[config.mk]
export PLATFORM = sky130hd
export DESIGN_NAME = fp_mul_seq
export DESIGN_NICKNAME = d
export VERILOG_FILES = /design/src/rtl/fp_mul_pkg.sv /design/src/rtl/booth_r4_step.sv /design/src/rtl/fp_mul_seq.sv
export SDC_FILE = /design/constraint.sdc
export NUM_CORES = 1
export LEC_CHECK = 0
export BUFFER_PORTS_ARGS = -buffer_cell sky130_fd_sc_hd__buf_2
export CORE_UTILIZATION = 61
export CTS_BUF_LIST = sky130_fd_sc_hd__clkbuf_2
export CTS_CLUSTER_DIAMETER = 120
export DETAILED_ROUTE_END_ITERATION = 8
export PLACE_DENSITY = 0.92
export SYNTH_ARGS = -nofsm -noshare
export SYNTH_HDL_FRONTEND = slang
export SYNTH_SLANG_ARGS = --single-unit
[constraint.sdc]
create_clock -name clk -period 5.1 [get_ports clk]
set_input_delay 0.51 -clock clk [delete_from_list [all_inputs] [get_ports clk]]
set_output_delay 0.51 -clock clk [all_outputs]
set_load 0.01 [all_outputs]
[src/rtl/fp_mul_pkg.sv]
// Shared types and helpers for the sequential floating-point multiplier:
// FSM states, exception codes, radix-4 Booth digit recoding and parameter defaults.
package fp_mul_pkg;

  typedef enum logic [1:0] {
    ST_IDLE,
    ST_MUL,
    ST_NORM,
    ST_DONE
  } fp_state_t;

  localparam logic [1:0] EXC_NONE = 2'b00;
  localparam logic [1:0] EXC_OVF  = 2'b01;
  localparam logic [1:0] EXC_UNF  = 2'b10;
  localparam logic [1:0] EXC_INV  = 2'b11;

  typedef enum logic [2:0] {
    BD_ZERO = 3'b000,
    BD_POS1 = 3'b001,
    BD_POS2 = 3'b010,
    BD_NEG1 = 3'b101,
    BD_NEG2 = 3'b110
  } booth_digit_t;

  // Window is {y[2i+1], y[2i], y[2i-1]}
  function automatic booth_digit_t booth_recode(input logic [2:0] window);
    case (window)
      3'b001, 3'b010: return BD_POS1;
      3'b011:         return BD_POS2;
      3'b100:         return BD_NEG2;
      3'b101, 3'b110: return BD_NEG1;
      default:        return BD_ZERO;
    endcase
  endfunction

  function automatic int unsigned booth_iter(input int unsigned man_w);
    return (man_w + 4) / 2;
  endfunction

  function automatic int unsigned default_bias(input int unsigned exp_w);
    return (1 << (exp_w - 1)) - 1;
  endfunction

endpackage

[src/rtl/booth_r4_step.sv]
// One radix-4 Booth iteration: recode a 3-bit multiplier window and fold the
// selected multiple of the multiplicand into the running partial product.
module booth_r4_step
  import fp_mul_pkg::*;
#(
  parameter int unsigned MW = 11,
  parameter int unsigned AW = 24
) (
  input  logic [2:0]    window,
  input  logic [MW-1:0] mcand,
  input  logic [AW-1:0] acc,
  output logic [AW-1:0] acc_next
);

  booth_digit_t  digit;
  logic [AW-1:0] m_ext;
  logic [AW-1:0] m_dbl;
  logic [AW-1:0] addend;

  // Digits arrive most-significant first, so the running sum is scaled by 4
  // before each new multiple is added (Horner form of the Booth sum).
  always_comb begin
    digit  = booth_recode(window);
    m_ext  = AW'(mcand);
    m_dbl  = {m_ext[AW-2:0], 1'b0};
    addend = '0;
    unique case (digit)
      BD_POS1: addend = m_ext;
      BD_POS2: addend = m_dbl;
      BD_NEG1: addend = -m_ext;
      BD_NEG2: addend = -m_dbl;
      default: addend = '0;
    endcase
    acc_next = {acc[AW-3:0], 2'b00} + addend;
  end

endmodule

[src/rtl/fp_mul_seq.sv]
// Multi-cycle IEEE-style FP multiplier with radix-4 Booth mantissa core and
// valid/ready handshakes. Define FP_MUL_RNE_EN for round-to-nearest-even, else truncation.
module fp_mul_seq
  import fp_mul_pkg::*;
#(
  parameter int unsigned EXP_W = 5,
  parameter int unsigned MAN_W = 10,
  parameter int unsigned BIAS  = default_bias(EXP_W)
) (
  input  logic                 clk,
  input  logic                 rst_n,
  input  logic                 in_valid,
  output logic                 in_ready,
  input  logic [EXP_W+MAN_W:0] a,
  input  logic [EXP_W+MAN_W:0] b,
  output logic                 out_valid,
  input  logic                 out_ready,
  output logic [EXP_W+MAN_W:0] op,
  output logic [1:0]           exceptions
);

  localparam int unsigned ITER = booth_iter(MAN_W);
  localparam int unsigned MW   = MAN_W + 1;
  localparam int unsigned AW   = 2 * MW + 2;
  localparam int unsigned PW   = 2 * MW;
  localparam int unsigned MR   = 2 * ITER + 1;
  localparam int unsigned EW   = EXP_W + 2;
  localparam int unsigned CW   = $clog2(ITER);
  localparam logic signed [EW-1:0] E_MAX = EW'((1 << EXP_W) - 1);

  fp_state_t state, state_nxt;

  logic                 accept;
  logic [EXP_W-1:0]     a_exp, b_exp;
  logic                 sign_q, inv_q, zero_q;
  logic signed [EW-1:0] esum_q;
  logic [MW-1:0]        mcand_q;
  logic [MR-1:0]        mplier_q;
  logic [AW-1:0]        acc_q, acc_nxt;
  logic [CW-1:0]        cnt_q;
  logic [EXP_W+MAN_W:0] op_q, op_d;
  logic [1:0]           exc_q, exc_d;

  logic                 hi;
  logic [MAN_W-1:0]     frac_t, frac_r;
  logic signed [EW-1:0] e_n, e_r;
`ifdef FP_MUL_RNE_EN
  logic                 guard, sticky, rnd_up;
  logic [MAN_W:0]       rnd;
`endif

  always_comb begin
    a_exp = a[MAN_W +: EXP_W];
    b_exp = b[MAN_W +: EXP_W];
  end

  always_ff @(posedge clk or negedge rst_n) begin
    if (!rst_n) state <= ST_IDLE;
    else        state <= state_nxt;
  end

  always_comb begin
    state_nxt = state;
    in_ready  = 1'b0;
    out_valid = 1'b0;
    unique case (state)
      ST_IDLE: begin
        in_ready = 1'b1;
        if (in_valid) state_nxt = ST_MUL;
      end
      ST_MUL:  if (cnt_q == CW'(ITER - 1)) state_nxt = ST_NORM;
      ST_NORM: state_nxt = ST_DONE;
      ST_DONE: begin
        out_valid = 1'b1;
        if (out_ready) state_nxt = ST_IDLE;
      end
      default: state_nxt = ST_IDLE;
    endcase
  end

  assign accept = in_valid & in_ready;

  booth_r4_step #(
    .MW(MW),
    .AW(AW)
  ) u_step (
    .window  (mplier_q[MR-1 -: 3]),
    .mcand   (mcand_q),
    .acc     (acc_q),
    .acc_next(acc_nxt)
  );

  always_ff @(posedge clk or negedge rst_n) begin
    if (!rst_n) begin
      sign_q   <= 1'b0;
      inv_q    <= 1'b0;
      zero_q   <= 1'b0;
      esum_q   <= '0;
      mcand_q  <= '0;
      mplier_q <= '0;
      acc_q    <= '0;
      cnt_q    <= '0;
      op_q     <= '0;
      exc_q    <= EXC_NONE;
    end else begin
      if (accept) begin
        sign_q   <= a[EXP_W+MAN_W] ^ b[EXP_W+MAN_W];
        esum_q   <= EW'(a_exp) + EW'(b_exp);
        inv_q    <= (&a_exp) | (&b_exp);
        zero_q   <= (a_exp == '0) | (b_exp == '0);
        mcand_q  <= {1'b1, a[MAN_W-1:0]};
        mplier_q <= MR'({2'b00, 1'b1, b[MAN_W-1:0], 1'b0});
        acc_q    <= '0;
        cnt_q    <= '0;
      end
      if (state == ST_MUL) begin
        acc_q    <= acc_nxt;
        mplier_q <= mplier_q << 2;
        cnt_q    <= cnt_q + CW'(1);
      end
      if (state == ST_NORM) begin
        op_q  <= op_d;
        exc_q <= exc_d;
      end
    end
  end

  // Product sits in acc_q[PW-1:0] with 2*MAN_W fraction bits; value is in [1,4).
  always_comb begin
    hi     = acc_q[PW-1];
    e_n    = esum_q - EW'(BIAS) + EW'(hi);
    frac_t = hi ? acc_q[PW-2 -: MAN_W] : acc_q[PW-3 -: MAN_W];
`ifdef FP_MUL_RNE_EN
    guard  = hi ? acc_q[MAN_W] : acc_q[MAN_W-1];
    sticky = hi ? (|acc_q[MAN_W-1:0]) : (|acc_q[MAN_W-2:0]);
    rnd_up = guard & (sticky | frac_t[0]);
    rnd    = {1'b0, frac_t} + {{MAN_W{1'b0}}, rnd_up};
    frac_r = rnd[MAN_W-1:0];
    e_r    = e_n + EW'(rnd[MAN_W]);
`else
    frac_r = frac_t;
    e_r    = e_n;
`endif
    op_d  = '0;
    exc_d = EXC_NONE;
    if (inv_q) begin
      exc_d = EXC_INV;
      op_d  = {1'b0, {EXP_W{1'b1}}, 1'b1, {(MAN_W-1){1'b0}}};
    end else if (zero_q) begin
      op_d = {sign_q, {(EXP_W+MAN_W){1'b0}}};
    end else if (e_r >= E_MAX) begin
      exc_d = EXC_OVF;
      op_d  = {sign_q, {EXP_W{1'b1}}, {MAN_W{1'b0}}};
    end else if (e_r[EW-1] || (e_r == '0)) begin
      exc_d = EXC_UNF;
      op_d  = {sign_q, {(EXP_W+MAN_W){1'b0}}};
    end else begin
      op_d = {sign_q, e_r[EXP_W-1:0], frac_r};
    end
  end

  assign op         = op_q;
  assign exceptions = exc_q;

endmodule

* Word-level counts from Yosys, hierarchy flattened
Cells that the tools add are included.
** Operators by class
- Eq/ne operators :: 17
- Magnitude comparators :: 1
- Add/sub/neg operators :: 7
- Mux-type cells :: 23
- Bitwise gates (word level) :: 4
- Reductions and logical operators :: 11
** Operators with widths (count)
- $pmux W22 S4 :: 1
- $mux W15 :: 5
- $mux W22 :: 2
- $add A22 B22 Y22 :: 1
- $neg A11 Y22 :: 1
- $neg A12 Y22 :: 1
- $eq A3 B3 Y1 const B :: 6
- $mux W16 :: 1
- $mux W2 :: 7
- $pmux W3 S4 :: 1
- $logic_not A5 Y1 :: 2
- $mux W10 :: 1
- $reduce_and A5 Y1 :: 2
- $eq A3 B2 Y1 const B :: 3
- $pmux W2 S4 :: 1
- $add A7 B1 Y7 :: 1
- $ge A7 B6 Y1 const B :: 1
- $logic_not A7 Y1 :: 1
- $sub A7 B4 Y7 const B :: 1
- $add A5 B5 Y6 :: 1
- $eq A3 B1 Y1 const B :: 2
- $mux W3 :: 2
- $ne A2 B2 Y1 const B :: 3
- $eq A2 B2 Y1 const B :: 2
- 11 further kinds :: 14
** Word-level totals
- Input bits :: 36
- Output and inout bits :: 20
- Flip-flop bits (word level) :: 81
- Logic and storage cells :: 74

* Longest topological paths before layout
- Depth in word-level cells :: 8
- Gate-level depth with buffers :: 19
- Depth with buffers taken out :: 18

* By module
Synthesis repeated with hierarchy kept, for this count alone.
** Unflattened totals
- Cell total of the unflattened synthesis :: 617
- Area total of the unflattened synthesis :: 5545.3 µm²
** By module, submodules not included
- fp_mul_seq :: times used 1, seq. area each 2026.9 µm², area an instance 3938.8 µm², cells each 377
- booth_r4_step :: times used 1, seq. area each 0.0 µm², area an instance 1606.5 µm², cells each 240

* Worst setup path after synthesis
No wires, ideal clock.
- Kind :: reg-to-reg
- Start point :: register mplier_q[12]
- End point :: register acc_q[14]
- Setup time :: 0.131 ns
- Stages on the path, launching flop included :: 19
- Data arrival time :: 3.557 ns
- Period minus slack after synthesis :: 3.688 ns
- Required time :: 4.969 ns
- Slack :: 1.412 ns
- Buffers on the path :: 1
- Path through :: dfrtp_1 > nand2_1 > o21ai_0 > inv_1 > ha_1 > clkbuf_1 > a22oi_1 > nor2_1 > a31oi_1 > a21oi_1 > ha_1 > fa_1 > a211oi_1 > nor2_1 > nand2b_1 > a221o_1 > a21oi_1 > nor3_1 > or3_1
** On the way
- Word-level cells in the longest chain between the ends :: 7
- Elaborated cells between the ends (all ways) :: 16
- Classes of those cells :: 1 x add/sub; 10 x eq/ne; 3 x mux; 2 x reduce/logical
** RTL lines
- from (decl) :: RTL line fp_mul_seq.sv:38 : logic [MR-1:0] mplier_q;
- from (signal assigned) :: RTL line fp_mul_seq.sv:112 : mplier_q <= MR'({2'b00, 1'b1, b[MAN_W-1:0], 1'b0});
- from (signal assigned) :: RTL line fp_mul_seq.sv:118 : mplier_q <= mplier_q << 2;
- $eq A3 B3 Y1, or another cell as far along :: RTL line fp_mul_pkg.sv:27 : case (window)
- $reduce_or A2 Y1 :: RTL line fp_mul_pkg.sv:27
- $pmux W3 S4 * :: RTL line fp_mul_pkg.sv:27
- $eq A3 B3 Y1, or another cell as far along :: RTL line booth_r4_step.sv:27 : unique case (digit)
- $pmux W22 S4 * :: RTL line booth_r4_step.sv:27
- $add A22 B22 Y22 * :: RTL line booth_r4_step.sv:34 : acc_next = {acc[AW-3:0], 2'b00} + addend;
- $mux W22 * :: RTL line fp_mul_seq.sv:116 : if (state == ST_MUL) begin
- to (signal assigned) :: RTL line fp_mul_seq.sv:117 : acc_q <= acc_nxt;
- to (decl) :: RTL line fp_mul_seq.sv:39 : logic [AW-1:0] acc_q, acc_nxt;
Every way passes the cells marked *; elsewhere a longest branch is shown, timed or not.
A chain may end at the register's enable or synchronous reset.

* Worst setup path in the final report
Ends and elaborated chain as after synthesis.

==> key figures <==
Outcome
  – Outcome: finished clean

Synth
  – Most used DFF post-synth: dfrtp_1
  – Syn_nets: 631
  – Post-synthesis async set-or-reset flop share: 100.0%
  – Synth Area per Inst: 9.137 um^2
  – Mapped Area: 5099 um^2
  – Post-synth cell types: 56
  – Post-synthesis sequential area ratio: 38.77%
  – Mapped Cells: 558
  – Synth warnings: 0
  – Number of synthesized flops with an enable pin: 0
  – Flops & latches, synth: 79

Min path
  – Min-Delay Path Class: input pin to asynchronous set/reset pin

Clock tree
  – Clock tree buffer depth: 2
  – CTS tree: done
  – Clk pin slew, worst setup/hold paths: 0.22 ns
  – Htree depth: 3
  – CTS Sinks: 79
  – Hold_buf cts: 0
  – Clock root cell: clkbuf_2
  – Number of post-CTS setup repair buffers: 0
  – Number of CTS-inserted buffers: 9
  – Post-CTS Resized: 0
  – Clk Latency, worst-skew pair: 0.54 ns

Setup path
  – Crit path DAT: 4.69 ns
  – R2R setup slack: 0.85 ns
  – CP required: 5.54 ns
  – Crit Path Class: flop to flop
  – Worst setup SP type: flop
  – CP Capture Type: flop
  – Worst Path Max Fanout: 18

Routing
  – # DRC: 0
  – Drt initial violations: 233
  – Via count: 4263
  – Drt via density: 6.064
  – Routed Antenna Nets: 0
  – Routed WL per cell: 15.57 um
  – First-pass DRT Iterations: 5
  – Drt total wl: 10.95 mm

Final layout
  – Non-filler cells, final: 703
  – Final Cell Area: 5497 um^2
  – Layout cells sized above 1: 15.97%
  – Commonest non-fill, non-tap cell in the layout: dfrtp_1
  – Number of nets in the layout: 669
  – Syn-to-layout area delta: 7.804%
  – Most frequent cells in the layout: dfrtp_1, nand2_1, buf_2, o21ai_0, a21oi_1
  – # diodes: 0

STA
  – FMAX: 235.1 MHz
  – Final Worst Setup Slack: 0.8460 ns
  – Tcrit/Tclk final: 83.41%
  – Unrepaired setup endpoints after global routing: no
  – Final setup skew: 0.04492 ns
  – Final hold violation count: 0
  – Setup-failing EPs final: 0
  – Setup total negative slack: 0 ns
  – Worst slew pin tran: 1.074 ns
  – Final Max Slew Viols: 0
  – Max_slew headroom: 28.43%
  – Minimum clock period: 4.254 ns
  – WHS: 0.07977 ns

Global route
  – First-pass GRT wire length: 18.90 mm
  – GRT met3 Usage: 3.740%
  – GR Layer Usage met1: 35.35%
  – Largest net degree at the start of global routing: 80
  – Met2 Use GR: 47.12%
  – Global Route Usage Sum: 27.37%
  – Initial antenna violation count: 0
  – Vias in the first global route: 4146
  – Grt ovf: 0
  – Most Crowded Layer GR: met2

Placed design
  – Placed cells: 687
  – Setup WS pre-CTS: 0.9271 ns
  – Global placement routability congestion: 0.9075
  – DP HPWL: 7.947 mm
  – Port Buffer Count: 55
  – Post-Place Cell Area: 5405 um^2

Floorplan
  – Row cnt: 32
  – Boundary Pins: 56
  – Core Footprint: 7888 um^2
  – Die ar.: 8728 um^2
  – DIE WIDTH: 93.43 um
  – Die height: 93.43 um
  – Starting Density: 64.64%

Power
  – Maximum VDD drop: 0.3940 mV
  – Leak: 2.624 nW
  – Cell Pwr Density: 548.3 nW/um^2

Flow run
  – Max-cap violations: 0
## report_power, final
group	total, W	internal, W	leakage (nW)	switching, W
clock	0.000291	0.0000645	0.0578	0.000227
combinational	0.00160	0.000663	1.56	0.000939
sequential	0.00112	0.000874	1.01	0.000246
total	0.00301	0.00160	2.62	0.00141
## layer usage
metal	wire length (um)	share of wire, %	vias up
met3	476	4.3	20
met2	5348	49	136
met4	185	1.7	0
met5	0	0	-
li1	-	-	2079
met1	4935	45	2028
## cells by family after synthesis
group	after synthesis	share of synthesized area [%]
compound gates	162	20.17
simple gates	153	14.06
flops	79	38.77
buf+inv	57	4.245
fa+ha+maj	37	9.374
xor+xnor	36	6.331
mux	34	7.043
## flip-flops by register name, summed over array words and instances (netlist names)
| register | count |
|---|---|
| acc_q | 22 |
| cnt_q | 3 |
| esum_q | 6 |
| exceptions | 2 |
| inv_q | 1 |
| mcand_q | 11 |
| mplier_q | 14 |
| op | 16 |
| sign_q | 1 |
| state | 2 |
| zero_q | 1 |
## critical path, cell delays in order (launching register included)
cell,delay [ns]
dfrtp_1,0.47
nand2_1,0.10
o21ai_0,0.26
inv_1,0.08
ha_1,0.38
a22oi_1,0.26
nor2_1,0.07
a31oi_1,0.15
a21oi_1,0.09
ha_1,0.24
fa_1,0.44
a211oi_1,0.28
nor2_1,0.10
nand2b_1,0.18
a221o_1,0.39
a21oi_1,0.21
nor3_1,0.07
or3_1,0.36
## worst paths after layout
| path | endpoint | from | cells past startpoint |
|---|---|---|---|
| hold reg to reg | mplier_q[3]$_DFFE_PN0P_ | mplier_q[1]$_DFFE_PN0P_ | 2 |
| setup reg to reg | acc_q[14]$_DFFE_PN0P_ | mplier_q[12]$_DFFE_PN0P_ | 17 |
| setup / recovery | acc_q[14]$_DFFE_PN0P_ | mplier_q[12]$_DFFE_PN0P_ | 17 |
| hold / removal | op[11]$_DFFE_PN0P_ | rst_n | 1 |
| min in group clk | mplier_q[1]$_DFFE_PN0P_ | b[0] | 3 |
| max in group asynchronous | mcand_q[2]$_DFFE_PN0P_ | rst_n | 1 |
## layout make-up
type	count	area [um^2]
Fill cell	609	2391
Sequential cell	79	1977
Clock inverter	7	46.29
Inverter	28	105.1
Timing Repair Buffer	56	285.3
Tap cell	102	127.6
Multi-Input combinational cell	422	2910
Clock buffer	9	45.04
## Yosys cell counts (all sizes together) (7+ instances only)
cell type	n	area, um^2
dfrtp	79	1977
nand2	69	259.0
o21ai	46	230.2
a21oi	39	195.2
nor2	36	135.1
ha	35	437.9
inv	28	105.1
clkbuf	25	93.84
mux2i	19	190.2
xor2	19	166.4
xnor2	17	156.4
mux2	15	168.9
a22o	11	96.34
a22oi	11	82.58
o22ai	11	68.82
a21o	10	75.07
nor3	7	35.03
## through the flow
stage | power, W | utilization (%)
floorplan | 0.002312 | -
global placement | 0.002614 | 68.53
detailed placement | 0.002717 | 68.53
CTS | 0.003008 | 69.69
global route | 0.003273 | 69.69
finish | 0.003013 | 69.69
(Power assumes the default switching activity.)
